--- src/rtl/regfile_wb_arbiter.sv ---
// =============================================================================
// Module   : regfile_wb_arbiter
// Purpose  : Shares the register-file write port between the pipeline (P) and
//            a multi-cycle aux unit (A). P has fixed priority; a starvation
//            guard forces an A grant. Optional WAW scoreboard: WB_ARB_SCOREBOARD_EN
// Revision : 1.0 - initial release
// =============================================================================
`default_nettype none

module regfile_wb_arbiter #(
    parameter int DATA_W     = 32,
    parameter int ADDR_W     = 5,
    parameter int STARVE_MAX = 4
) (
    input  logic              clk,
    input  logic              rst,
    input  logic              p_valid,
    input  logic [ADDR_W-1:0] p_addr,
    input  logic [DATA_W-1:0] p_data,
    output logic              p_ready,
    input  logic              a_valid,
    input  logic [ADDR_W-1:0] a_addr,
    input  logic [DATA_W-1:0] a_data,
    output logic              a_ready,
    output logic              rf_we,
    output logic [ADDR_W-1:0] rf_waddr,
    output logic [DATA_W-1:0] rf_wdata,
    output logic              grant_src
`ifdef WB_ARB_SCOREBOARD_EN
   ,input  logic                 a_issue,
    input  logic [ADDR_W-1:0]    a_issue_addr,
    input  logic [ADDR_W-1:0]    rd_addr1,
    input  logic [ADDR_W-1:0]    rd_addr2,
    output logic [2**ADDR_W-1:0] busy,
    output logic                 hazard
`endif
);

    localparam int              CNT_W   = (STARVE_MAX < 1) ? 1 : $clog2(STARVE_MAX + 1);
    localparam logic [CNT_W-1:0] CNT_MAX = CNT_W'(STARVE_MAX);

    logic [CNT_W-1:0]  cnt_q, cnt_d;
    logic              rf_we_q, rf_we_d;
    logic [ADDR_W-1:0] rf_waddr_q, rf_waddr_d;
    logic [DATA_W-1:0] rf_wdata_q, rf_wdata_d;
    logic              grant_src_q, grant_src_d;

    logic force_a;
    logic p_block;
    logic p_hs;
    logic a_hs;

`ifdef WB_ARB_SCOREBOARD_EN
    logic [2**ADDR_W-1:0] busy_q, busy_d;
`endif

    always_comb begin
        force_a = a_valid & (cnt_q == CNT_MAX);
        p_block = 1'b0;
`ifdef WB_ARB_SCOREBOARD_EN
        // P may not overwrite a register still owed a result by the aux unit
        p_block = busy_q[p_addr];
`endif
        // Both readies are held high while in reset (rst is active-low)
        p_ready = ~rst | (~force_a & ~p_block);
        a_ready = ~rst | force_a | ~p_valid | p_block;
        p_hs    = p_valid & p_ready;
        a_hs    = a_valid & a_ready;

        if (a_valid & ~a_ready) begin
            cnt_d = (cnt_q == CNT_MAX) ? CNT_MAX : cnt_q + 1'b1;
        end else begin
            cnt_d = '0;
        end

        rf_we_d     = 1'b0;
        rf_waddr_d  = '0;
        rf_wdata_d  = '0;
        grant_src_d = grant_src_q;
        if (a_hs) begin
            rf_we_d     = (a_addr != '0);
            rf_waddr_d  = a_addr;
            rf_wdata_d  = a_data;
            grant_src_d = 1'b1;
        end else if (p_hs) begin
            rf_we_d     = 1'b1;
            rf_waddr_d  = p_addr;
            rf_wdata_d  = p_data;
            grant_src_d = 1'b0;
        end
    end

    always_ff @(posedge clk or negedge rst) begin
        if (!rst) begin
            cnt_q       <= '0;
            rf_we_q     <= 1'b0;
            rf_waddr_q  <= '0;
            rf_wdata_q  <= '0;
            grant_src_q <= 1'b0;
        end else begin
            cnt_q       <= cnt_d;
            rf_we_q     <= rf_we_d;
            rf_waddr_q  <= rf_waddr_d;
            rf_wdata_q  <= rf_wdata_d;
            grant_src_q <= grant_src_d;
        end
    end

    assign rf_we     = rf_we_q;
    assign rf_waddr  = rf_waddr_q;
    assign rf_wdata  = rf_wdata_q;
    assign grant_src = grant_src_q;

`ifdef WB_ARB_SCOREBOARD_EN
    // Clear on write-back first so a same-cycle re-issue leaves the bit set
    always_comb begin
        busy_d = busy_q;
        if (a_hs) begin
            busy_d[a_addr] = 1'b0;
        end
        if (a_issue && (a_issue_addr != '0)) begin
            busy_d[a_issue_addr] = 1'b1;
        end
    end

    always_ff @(posedge clk or negedge rst) begin
        if (!rst) begin
            busy_q <= '0;
        end else begin
            busy_q <= busy_d;
        end
    end

    assign busy   = busy_q;
    assign hazard = busy_q[rd_addr1] | busy_q[rd_addr2] | (p_valid & busy_q[p_addr]);
`endif

endmodule

`default_nettype wire
--- config.mk ---
export PLATFORM = sky130hd
export DESIGN_NAME = regfile_wb_arbiter
export DESIGN_NICKNAME = d
export VERILOG_FILES = /design/src/rtl/regfile_wb_arbiter.sv
export SDC_FILE = /design/constraint.sdc
export NUM_CORES = 1
export LEC_CHECK = 0
export CAP_MARGIN = 20
export CORE_ASPECT_RATIO = 1.5
export CORE_UTILIZATION = 33
export DETAILED_ROUTE_END_ITERATION = 10
export MAX_ROUTING_LAYER = met4
export PLACE_DENSITY = 0.79
export SYNTH_ARGS = -nofsm -noshare
export SYNTH_HDL_FRONTEND = slang
export SYNTH_SLANG_ARGS = --single-unit
export TNS_END_PERCENT = 5
--- constraint.sdc ---
create_clock -name clk -period 2.08 [get_ports clk]
set_input_delay 0.416 -clock clk [delete_from_list [all_inputs] [get_ports clk]]
set_output_delay 0.416 -clock clk [all_outputs]
set_load 0.01 [all_outputs]
Word level (Yosys, flattened, before mapping)
Cells that the tools add are included.

word-level totals
  register bits after elaboration = 42
  input bits = 78
  output and inout bits = 41
  word-level logic and storage cells = 30

cells by class
  add/subtract/negate cells = 1
  equal/unequal tests = 1
  mux-type cells = 10
  bitwise gates (word level) = 11
  reductions and logical operators = 2

operator list
  cell                                          number
  2-to-1 mux 32 bit                             2
  2-to-1 mux 5 bit                              2
  2-to-1 mux 3 bit                              2
  nonzero test 5 bit                            1
  bitwise AND 1 bit                             4
  2-to-1 mux 1 bit                              4
  NOT 1 bit                                     4
  adder 3 x 1 -> 3 bit (second input constant)  1
  equality test 3 bit (second input constant)   1
  bitwise OR 1 bit                              3
  nonzero test 2 bit                            1

Depth between registers and ports, before layout
Gate-level depths: netlist of run 1.

  depth in word-level cells = 7
  gate-level depth with buffers = 7
  gate-level depth less buffers = 5

Least setup slack after synthesis of run 1
OpenSTA, ideal clock, no wires.

  path kind = register to register
  from = register cnt_q[0]
  to = register rf_waddr_q[0], in the netlist rf_waddr[0]
  library setup time = 121 ps
  arrival time = 1,353 ps
  slack = 606 ps
  cell stages (with the launch flop) = 8
  buffers on the path = 2
  path through = dfrtp_1 -> inv_1 -> ha_1 -> a21boi_1 -> o21a_1 -> buf_6 -> buf_6 -> a22o_1

between the ends
  word-level cells in the longest chain between the ends = 7
  elaborated cells between the ends (all ways) = 10
  those cells by class = eq/ne (1); mux (2); bitwise (7)

RTL lines
  item                    line  text
  from (decl)             42    logic [CNT_W-1:0] cnt_q, cnt_d;
  from (signal assigned)  101   cnt_q <= cnt_d;
  equality test 3 bit *   58    force_a = a_valid & (cnt_q == CNT_MAX);
  bitwise AND 1 bit *     58
  NOT 1 bit               65    p_ready = ~rst | (~force_a & ~p_block);
  bitwise OR 1 bit        65
  bitwise AND 1 bit       67    p_hs = p_valid & p_ready;
  2-to-1 mux 5 bit        85    end else if (p_hs) begin
  2-to-1 mux 5 bit *      80    if (a_hs) begin
  net rf_waddr_d[0]       44    logic [ADDR_W-1:0] rf_waddr_q, rf_waddr_d;
  to (signal assigned)    103   rf_waddr_q <= rf_waddr_d;
  to (decl)               44

Mark *: on every way through the listed nets, which the timed path passes. The rest lies on a longest branch.
A chain may end at the register's enable or synchronous reset.

Worst setup path in the final report of run 1
  from = register cnt_q[0]
  to = output a_ready

between the ends
  word-level cells in the longest chain between the ends = 4

RTL lines
  item                           line  text
  equality test 3 bit            58
  bitwise AND 1 bit              58
  bitwise OR 1 bit (2 in a row)  66    a_ready = ~rst | force_a | ~p_valid | p_block;
  to (decl)                      24    output logic a_ready,

No other way between the ends.

==> flow_summary.json, run 1 <==
{
  "combPwrFrac_pct": 23.0,
  "synthDistinctLibCells": 22,
  "p_sw_share_pct": 22.20,
  "cts_resized": 2,
  "maxSlewViolCount": 0,
  "layout.cells.most_common_list": "clkdlybuf4s50_1 (115), dfrtp_1 (42), a22o_1 (37)",
  "synthesis.nets": 191,
  "cts_setup_buffers": 0,
  "critical_path.endpoint_type": "primary output",
  "worstMarginPinSlew_ns": 0.3304,
  "outcome": "finished, final reports clean",
  "grt_pass1_wl_um": 6458,
  "via_count": 1381,
  "hold_violations": 0,
  "yosysSeqAreaShare_pct": 66.35,
  "track_usage_pct": 17.62,
  "p_seq_share_pct": 45.4,
  "drtIter0Drc": 9,
  "nFillCells": 360,
  "hold_path_class": "in2async",
  "pin_count": 119,
  "fin_crit_ns": 1.916,
  "diodes": 0,
  "power.share.clock_pct": 31.5,
  "cts_root_buffer": "clkbuf_8",
  "cts_sinks": 42,
  "setup-violations-final": 0,
  "ir_worst_vdd_mv": 0.4642,
  "p_int_mw": 1.532,
  "multi_input_area_um2": 471.7,
  "fmax_mhz": 521.9,
  "cts_hold_buf": 0,
  "final_common_cell": "clkdlybuf4s50_1",
  "globalplace.congestion": 0.7167,
  "cp_max_fo": 2,
  "register_area_um2": 1051,
  "criticalPathCategory": "reg2out",
  "rsz0062_at_grt": "false",
  "initial_utilization_pct": 34.59,
  "start_kind": "flip-flop",
  "cts_tree": "yes",
  "grt_max_degree": 40,
  "clock_latency_ns": 0.29,
  "fin_skew_ns": 0.008212,
  "ys_top_cells_by_area": "dfrtp_1 (66%), a22o_1 (20%), buf_6 (2.1%), ha_1 (1.6%), buf_2 (1.3%)",
  "yosysTopAreaCell": "dfrtp_1",
  "cts_inserted_buffers": 5,
  "leakage_nw": 1.296,
  "syn_area_um2": 1584,
  "synthCells": 111,
  "postSynthAreaPerCell_um2": 14.27,
  "drive_gt1_share_pct": 8.403,
  "synth_seq_cells": 42,
  "die-area_um2": 5087,
  "synth_top_area_share_pct": 66.35,
  "cts_buffer_depth": 2,
  "fin_cells": 302,
  "num_rows": 30,
  "fin_nets": 317,
  "firstDrtPassIters": 3,
  "finalWirelength_um": 4070,
  "core-area_um2": 4579,
  "globalRouteOverflowTotal": 0,
  "port_buffers": 118,
  "dieWidth_um": 58.57,
  "hpwl_um": 3165,
  "antenna_found_initial": 0,
  "yosys_warnings": 0,
  "fin_tns_setup_ns": 0,
  "area_growth_pct": 88.94,
  "relSlewSlack_pct": 77.97,
  "power_density_nw_per_um2": 658.1,
  "cp.required_ns": 1.66,
  "hold_ws_ns": 0.1278,
  "path_clk_slew_ns": 0.07,
  "drtAntennaViolNets": 0,
  "power.switching_mw": 0.4374,
  "ctsHtreeMaxLevel": 2,
  "cp.arrival_ns": 1.50,
  "fin_crit_sh_pct": 92.12,
  "die_h_um": 86.85,
  "max_cap_violations": 0,
  "grt_pass1_vias": 1441,
  "wl_per_cell_um": 13.48,
  "vias_per_cell": 4.573,
  "remaining_drc_errors": 0,
  "post-place-cells": 294
}
## kinds of logic (layout without fill, tap and decap cells)
group / Yosys count / count (layout) / synth area share [%]
buffers and inverters: 12 / 139 / 4.818
AOI/OAI and AO/OA: 45 / 45 / 24.01
and+or+nand+nor: 10 / 10 / 3.239
adders and majority gates: 2 / 2 / 1.580
DFF: 42 / 42 / 66.35
## stage by stage
stage          power, mW  area, um^2  setup WS (ns)  utilization (%)
6_report           1.970        2993         0.1640            65.36
5_1_grt            2.070        2993        0.07461            65.36
4_1_cts            1.997        2993         0.1380            65.36
3_5_place_dp       1.371        2887       -0.01799            63.03
3_3_place_gp       1.364        2887       -0.01297            63.03
2_1_floorplan      1.046        1584         0.6057                -
## critical path: stages (launching register included)
cell and delay, ns:
dfrtp_1 0.39, inv_1 0.07, ha_1 0.17, nand2_1 0.11, o211ai_1 0.18, dlygate4sd2_1 0.29
## flip-flops by register name, summed over array words and instances, names as in the netlist
register / count
cnt_q: 3
grant_src: 1
rf_waddr: 5
rf_wdata: 32
rf_we: 1
## per-layer routing
metal	GRT usage (%)	wire length [um]	vias up
li1	-	-	665
met2	31.14	2152	87
met3	6.389	381	7
met5	-	0	-
met1	17.67	1469	622
met4	5.844	67	0
## area by class of cell
| cell class | count | share of cell area [%] |
|---|---|---|
| inverter | 4 | 0.5017 |
| timing repair buffer | 127 | 42.31 |
| tap | 64 | 2.676 |
| sequential | 42 | 35.12 |
| clock inverter | 3 | 1.338 |
| multi-input combinational | 57 | 15.76 |
| clock buffer | 5 | 2.299 |
## worst paths after layout
check	slack [ns]	cells after the start	from	to
worst max-delay path	0.16	5	cnt_q[0]$_DFF_PN0_	a_ready
min in group clk	0.51	1	grant_src$_DFFE_PN0P_	grant_src$_DFFE_PN0P_
worst max register to register	0.50	7	cnt_q[0]$_DFF_PN0_	rf_wdata[15]$_DFF_PN0_
worst min register to register	0.51	1	grant_src$_DFFE_PN0P_	grant_src$_DFFE_PN0P_
max in group asynchronous	1.66	2	rst	rf_waddr[1]$_DFF_PN0_
worst min-delay path	0.13	2	rst	rf_wdata[18]$_DFF_PN0_
## cells in the mapped netlist, drive strengths merged
cell,n
nand4,1
a22o,37
buf,8
and2,2
a21oi,2
a31oi,1
nand2,2
nor3b,1
o21a,1
inv,4
dfrtp,42
nor2,2
nor3,1
a21o,1
ha,2
a21boi,1
o211ai,1
o21ba,1
nand3,1
## power groups by stage
stage / clock, mW / combinational [mW] / sequential [mW]
floorplan: 0 / 0.0984 / 0.948
global placement: 0 / 0.454 / 0.910
detailed placement: 0 / 0.459 / 0.912
CTS: 0.642 / 0.460 / 0.896
global route: 0.680 / 0.490 / 0.901
finish: 0.621 / 0.454 / 0.895
(Power assumes the default switching activity.)
==> run 2, diff against run 1 <==
--- a/config.mk
+++ b/config.mk
@@ -11,6 +11,7 @@
 export DETAILED_ROUTE_END_ITERATION = 10
 export MAX_ROUTING_LAYER = met4
 export PLACE_DENSITY = 0.79
+export REMOVE_ABC_BUFFERS = 1
 export SYNTH_ARGS = -nofsm -noshare
 export SYNTH_HDL_FRONTEND = slang
 export SYNTH_SLANG_ARGS = --single-unit
==> flow_summary.json, run 2 (same netlist as run 1, synthesis figures left out) <==
{
  "path_clk_slew_ns": 0.07,
  "drtIter0Drc": 36,
  "crit_path_frequent_cell": "clkdlybuf4s50_1",
  "wl_per_cell_um": 15.15,
  "drtAntennaViolNets": 0,
  "track_usage_pct": 19.13,
  "nFillCells": 384,
  "cts_inserted_buffers": 5,
  "power.share.clock_pct": 26.2,
  "combPwrFrac_pct": 25.0,
  "die_h_um": 86.85,
  "setup-violations-final": 0,
  "pin_count": 119,
  "cpMaxStageDelayCell": "clkdlybuf4s50_1",
  "ir_worst_vdd_mv": 0.4104,
  "fin_crit_sh_pct": 96.44,
  "die-area_um2": 5087,
  "via_count": 1370,
  "max_cap_violations": 0,
  "outcome": "finished, final reports clean",
  "timing.final.ws_setup_ns": 0.07400,
  "leakage_nw": 1.269,
  "drive_gt1_share_pct": 6.809,
  "cts_buffer_depth": 2,
  "firstDrtPassIters": 4,
  "clock_latency_ns": 0.29,
  "port_buffers": 118,
  "r2r_start": "cnt_q[0]$_DFF_PN0_",
  "cp.required_ns": 1.66,
  "final_common_cell": "clkdlybuf4s50_1",
  "globalplace.congestion": 0.7781,
  "fin_skew_ns": 0.006125,
  "p_int_mw": 1.409,
  "cp_max_fo": 2,
  "dp_slack_ns": -0.02052,
  "ctsHtreeMaxLevel": 2,
  "initial_utilization_pct": 34.59,
  "fmax_mhz": 498.5,
  "cts_tree": "yes",
  "fin_crit_ns": 2.006,
  "vias_per_cell": 4.582,
  "dieWidth_um": 58.57,
  "area_growth_pct": 86.26,
  "cp.arrival_ns": 1.59,
  "final_util_pct": 64.43,
  "antenna_found_initial": 0,
  "cts_root_buffer": "clkbuf_8",
  "criticalPathCategory": "in2out",
  "hold_violations": 0,
  "p_sw_share_pct": 23.22,
  "num_rows": 30,
  "globalRouteOverflowTotal": 0,
  "diodes": 0,
  "r2r_setup_slack_ns": 0.56,
  "critical_path.endpoint_type": "primary output",
  "hold_ws_ns": 0.1788,
  "hpwl_um": 3501,
  "grt_max_degree": 40,
  "worstMarginPinSlew_ns": 0.3203,
  "grt_pass1_vias": 1406,
  "remaining_drc_errors": 0,
  "cts_sinks": 42,
  "maxSlewViolCount": 0,
  "power_density_nw_per_um2": 622.0,
  "reg2reg_depth": 6,
  "cp_slowest_stage_delay_ns": 0.53,
  "grt_pass1_wl_um": 6900,
  "layout.cells.most_common_list": "clkdlybuf4s50_1 (116), dfrtp_1 (42), a22o_1 (37)",
  "largest_register_ffs": 32,
  "start_kind": "input port",
  "hold_path_class": "in2async",
  "cp_cell_sequence": "clkdlybuf4s50_1, buf_4, nand4_1, clkdlybuf4s50_1",
  "core-area_um2": 4579,
  "finalWirelength_um": 4531,
  "fin_nets": 315,
  "reg2reg_to": "rf_wdata[28]$_DFF_PN0_",
  "p_seq_share_pct": 48.8,
  "relSlewSlack_pct": 78.65,
  "power.switching_mw": 0.4261
}
==> run 2: critical path: cells and delay by family <==
kind / cells / cell delay [ns]
simple gates: 1 / 0.06
buf+inv: 3 / 1.12
==> run 2: metrics by stage <==
step | std cells | TNS, ns | cell area [um^2] | total power, mW
after global routing | 299 | -0.004855 | 2950 | 1.921
final | 299 | 0 | 2950 | 1.835
after detailed placement | 292 | -0.02052 | 2872 | 1.374
after floorplan | 103 | -19.42 | 1523 | 1.034
after global placement | 292 | 0 | 2872 | 1.365
after CTS | 299 | 0 | 2947 | 1.856
==> run 2: how the worst max path moves through the flow <==
| stage | cells past startpoint | to | from | slack (ns) |
|---|---|---|---|---|
| after floorplan | 5 | rf_waddr[0]$_DFF_PN0_ | cnt_q[0]$_DFF_PN0_ | -0.50 |
| after global placement | 4 | a_ready | a_valid | 0.005 |
| after detailed placement | 4 | a_ready | a_valid | -0.02 |
| after CTS | 5 | a_ready | cnt_q[0]$_DFF_PN0_ | 0.07 |
| after global routing | 5 | a_ready | cnt_q[0]$_DFF_PN0_ | -0.005 |
| final | 4 | p_ready | a_valid | 0.07 |
==> run 2: final cells by class <==
| type | count | area [um^2] | area share [%] |
|---|---|---|---|
| flip-flops and latches | 42 | 1051 | 35.62 |
| clock buffers | 7 | 76.32 | 2.587 |
| multi-input cells | 57 | 474.2 | 16.07 |
| inverters | 4 | 15.01 | 0.5089 |
| well taps | 64 | 80.08 | 2.714 |
| repair buffers | 125 | 1254 | 42.49 |
==> run 2: power groups by stage <==
stage	Clock, mW	Sequential (mW)	Combinational, mW
4_1_cts	0.497	0.897	0.462
6_report	0.481	0.896	0.458
3_3_place_gp	0	0.910	0.455
5_1_grt	0.532	0.902	0.487
3_5_place_dp	0	0.913	0.461
2_1_floorplan	0	0.948	0.0864
==> run 2: layer usage <==
layer / vias to the layer above / routed length (um) / GRT usage [%] / part of all wire, %
met3: 9 / 143 / 2.823 / 3.2
met4: 0 / 119 / 9.091 / 2.6
met1: 655 / 1671 / 21.15 / 37
li1: 660 / - / - / -
met2: 46 / 2597 / 33.23 / 57
met5: - / 0 / - / 0
==> run 2: what timing repair did <==
| action | in CTS | in global routing |
|---|---|---|
| hold buffers | 0 | 0 |
| pin swaps | 0 | 0 |
| buffers inserted | 0 | 0 |
| endpoints found under the setup margin | 1 | 1 |
| gates resized for setup | 1 | 2 |
==> run 3, diff against run 2 <==
--- a/config.mk
+++ b/config.mk
@@ -7,6 +7,7 @@
 export LEC_CHECK = 0
 export CAP_MARGIN = 20
 export CORE_ASPECT_RATIO = 1.5
+export CORE_MARGIN = 2
 export CORE_UTILIZATION = 33
 export DETAILED_ROUTE_END_ITERATION = 10
 export MAX_ROUTING_LAYER = met4
==> flow_summary.json, run 3 (same netlist as run 1, synthesis figures left out) <==
{
  "outcome": "finished, final reports clean",
  "p_sw_share_pct": 22.92,
  "core-area_um2": 4579,
  "maxSlewViolCount": 0,
  "vias_per_cell": 4.510,
  "worstMarginPinSlew_ns": 0.2886,
  "fin_skew_ns": 0.004443,
  "antenna_found_initial": 0,
  "clock_latency_ns": 0.28,
  "ir_worst_vdd_mv": 0.3737,
  "hold_ws_ns": 0.1954,
  "via_count": 1362,
  "hpwl_um": 3617,
  "reg2reg_depth": 6,
  "layout.cells.most_common_list": "clkdlybuf4s50_1 (115), dfrtp_1 (42), a22o_1 (37)",
  "drtAntennaViolNets": 0,
  "fin_crit_ns": 1.924,
  "cts_root_buffer": "clkbuf_8",
  "globalRouteOverflowTotal": 0,
  "hold_violations": 0,
  "criticalPathCategory": "reg2out",
  "setup-violations-final": 0,
  "p_seq_share_pct": 47.8,
  "cts_tree": "yes",
  "path_clk_slew_ns": 0.08,
  "nFillCells": 375,
  "die-area_um2": 5382,
  "die_h_um": 88.85,
  "cts_inserted_buffers": 5,
  "final_common_cell": "clkdlybuf4s50_1",
  "max_cap_violations": 0,
  "globalplace.congestion": 0.7825,
  "critical_path.endpoint_type": "primary output",
  "diodes": 0,
  "fin_crit_sh_pct": 92.52,
  "grt_pass1_wl_um": 6934,
  "power.switching_mw": 0.4297,
  "wl_per_cell_um": 15.18,
  "fin_nets": 317,
  "pin_count": 119,
  "p_int_mw": 1.445,
  "cp_max_fo": 5,
  "cp.required_ns": 1.66,
  "cp.arrival_ns": 1.51,
  "combPwrFrac_pct": 24.4,
  "fmax_mhz": 519.6,
  "num_rows": 30,
  "remaining_drc_errors": 0,
  "power.share.clock_pct": 27.8,
  "drive_gt1_share_pct": 7.983,
  "initial_utilization_pct": 34.59,
  "drtIter0Drc": 65,
  "largest_register_ffs": 32,
  "grt_max_degree": 40,
  "ctsHtreeMaxLevel": 2,
  "power_density_nw_per_um2": 630.5,
  "port_buffers": 118,
  "register_area_um2": 1051,
  "rsz0062_at_grt": "false",
  "multi_input_area_um2": 474.2,
  "leakage_nw": 1.284,
  "grt_pass1_vias": 1436,
  "track_usage_pct": 18.46,
  "r2r_setup_slack_ns": 0.55,
  "hold_path_class": "in2async",
  "area_growth_pct": 87.68,
  "dieWidth_um": 60.57,
  "start_kind": "flip-flop",
  "final_util_pct": 64.92,
  "cts_sinks": 42,
  "finalWirelength_um": 4585,
  "relSlewSlack_pct": 80.76,
  "cts_buffer_depth": 2,
  "firstDrtPassIters": 3
}
-- run 3: through the flow --
step	total power, mW	instances	setup slack (ns)	instance area (um^2)	setup TNS [ns]
after floorplan	1.034	103	-0.5018	1523	-19.42
after global placement	1.366	293	0.005904	2867	0
after detailed placement	1.373	293	-0.04606	2867	-0.04606
after CTS	1.903	302	0.05387	2967	0
after global routing	1.970	302	0.02385	2973	0
final	1.874	302	0.1556	2973	0
-- run 3: final cells by class --
type                       count  share of cell area, %
clock buffer                   7                  2.904
clock inverter                 1                 0.1684
inverter                       4                 0.5051
multi-input combinational     57                  15.95
sequential                    42                  35.35
tap                           64                  2.694
timing repair buffer         127                  42.42
-- run 3: power groups by stage --
stage | clock network [mW] | logic [mW] | registers [mW]
floorplan | 0 | 0.0864 | 0.948
global placement | 0 | 0.455 | 0.910
detailed placement | 0 | 0.459 | 0.913
CTS | 0.544 | 0.462 | 0.897
global route | 0.579 | 0.487 | 0.903
finish | 0.522 | 0.457 | 0.896
-- run 3: path summary, 6_finish.rpt --
kind | startpoint | endpoint
worst max-delay path | cnt_q[0]$_DFF_PN0_ | a_ready
worst min-delay path | rst | rf_wdata[14]$_DFF_PN0_
worst max register to register | cnt_q[0]$_DFF_PN0_ | rf_wdata[20]$_DFF_PN0_
worst min register to register | grant_src$_DFFE_PN0P_ | grant_src$_DFFE_PN0P_
max in group asynchronous | rst | rf_wdata[11]$_DFF_PN0_
min in group clk | grant_src$_DFFE_PN0P_ | grant_src$_DFFE_PN0P_
-- run 3: worst max-delay path, stage by stage (launching register included) --
cell,delay (ns)
dfrtp_1,0.38
inv_1,0.07
ha_2,0.21
nand2_1,0.12
o211ai_1,0.18
clkdlybuf4s15_1,0.26
-- run 3: layer usage --
layer  part of all wire, %  vias up  track usage, %  routed length (um)
li1                      -      663               -                   -
met1                    32      631           18.60                1490
met2                    59       56           31.38                2709
met3                   5.0       12           4.825                 230
met4                   3.4        0           10.47                 155
met5                     0        -               -                   0
-- run 3: timing repair --
action | 4_1_cts | 5_1_grt
hold endpoints to repair | 5 | 0
setup endpoints to repair | 1 | 2
resized for setup | 1 | 3
buffers inserted | 0 | 0
hold buffers | 1 | 0
pin swaps | 0 | 0
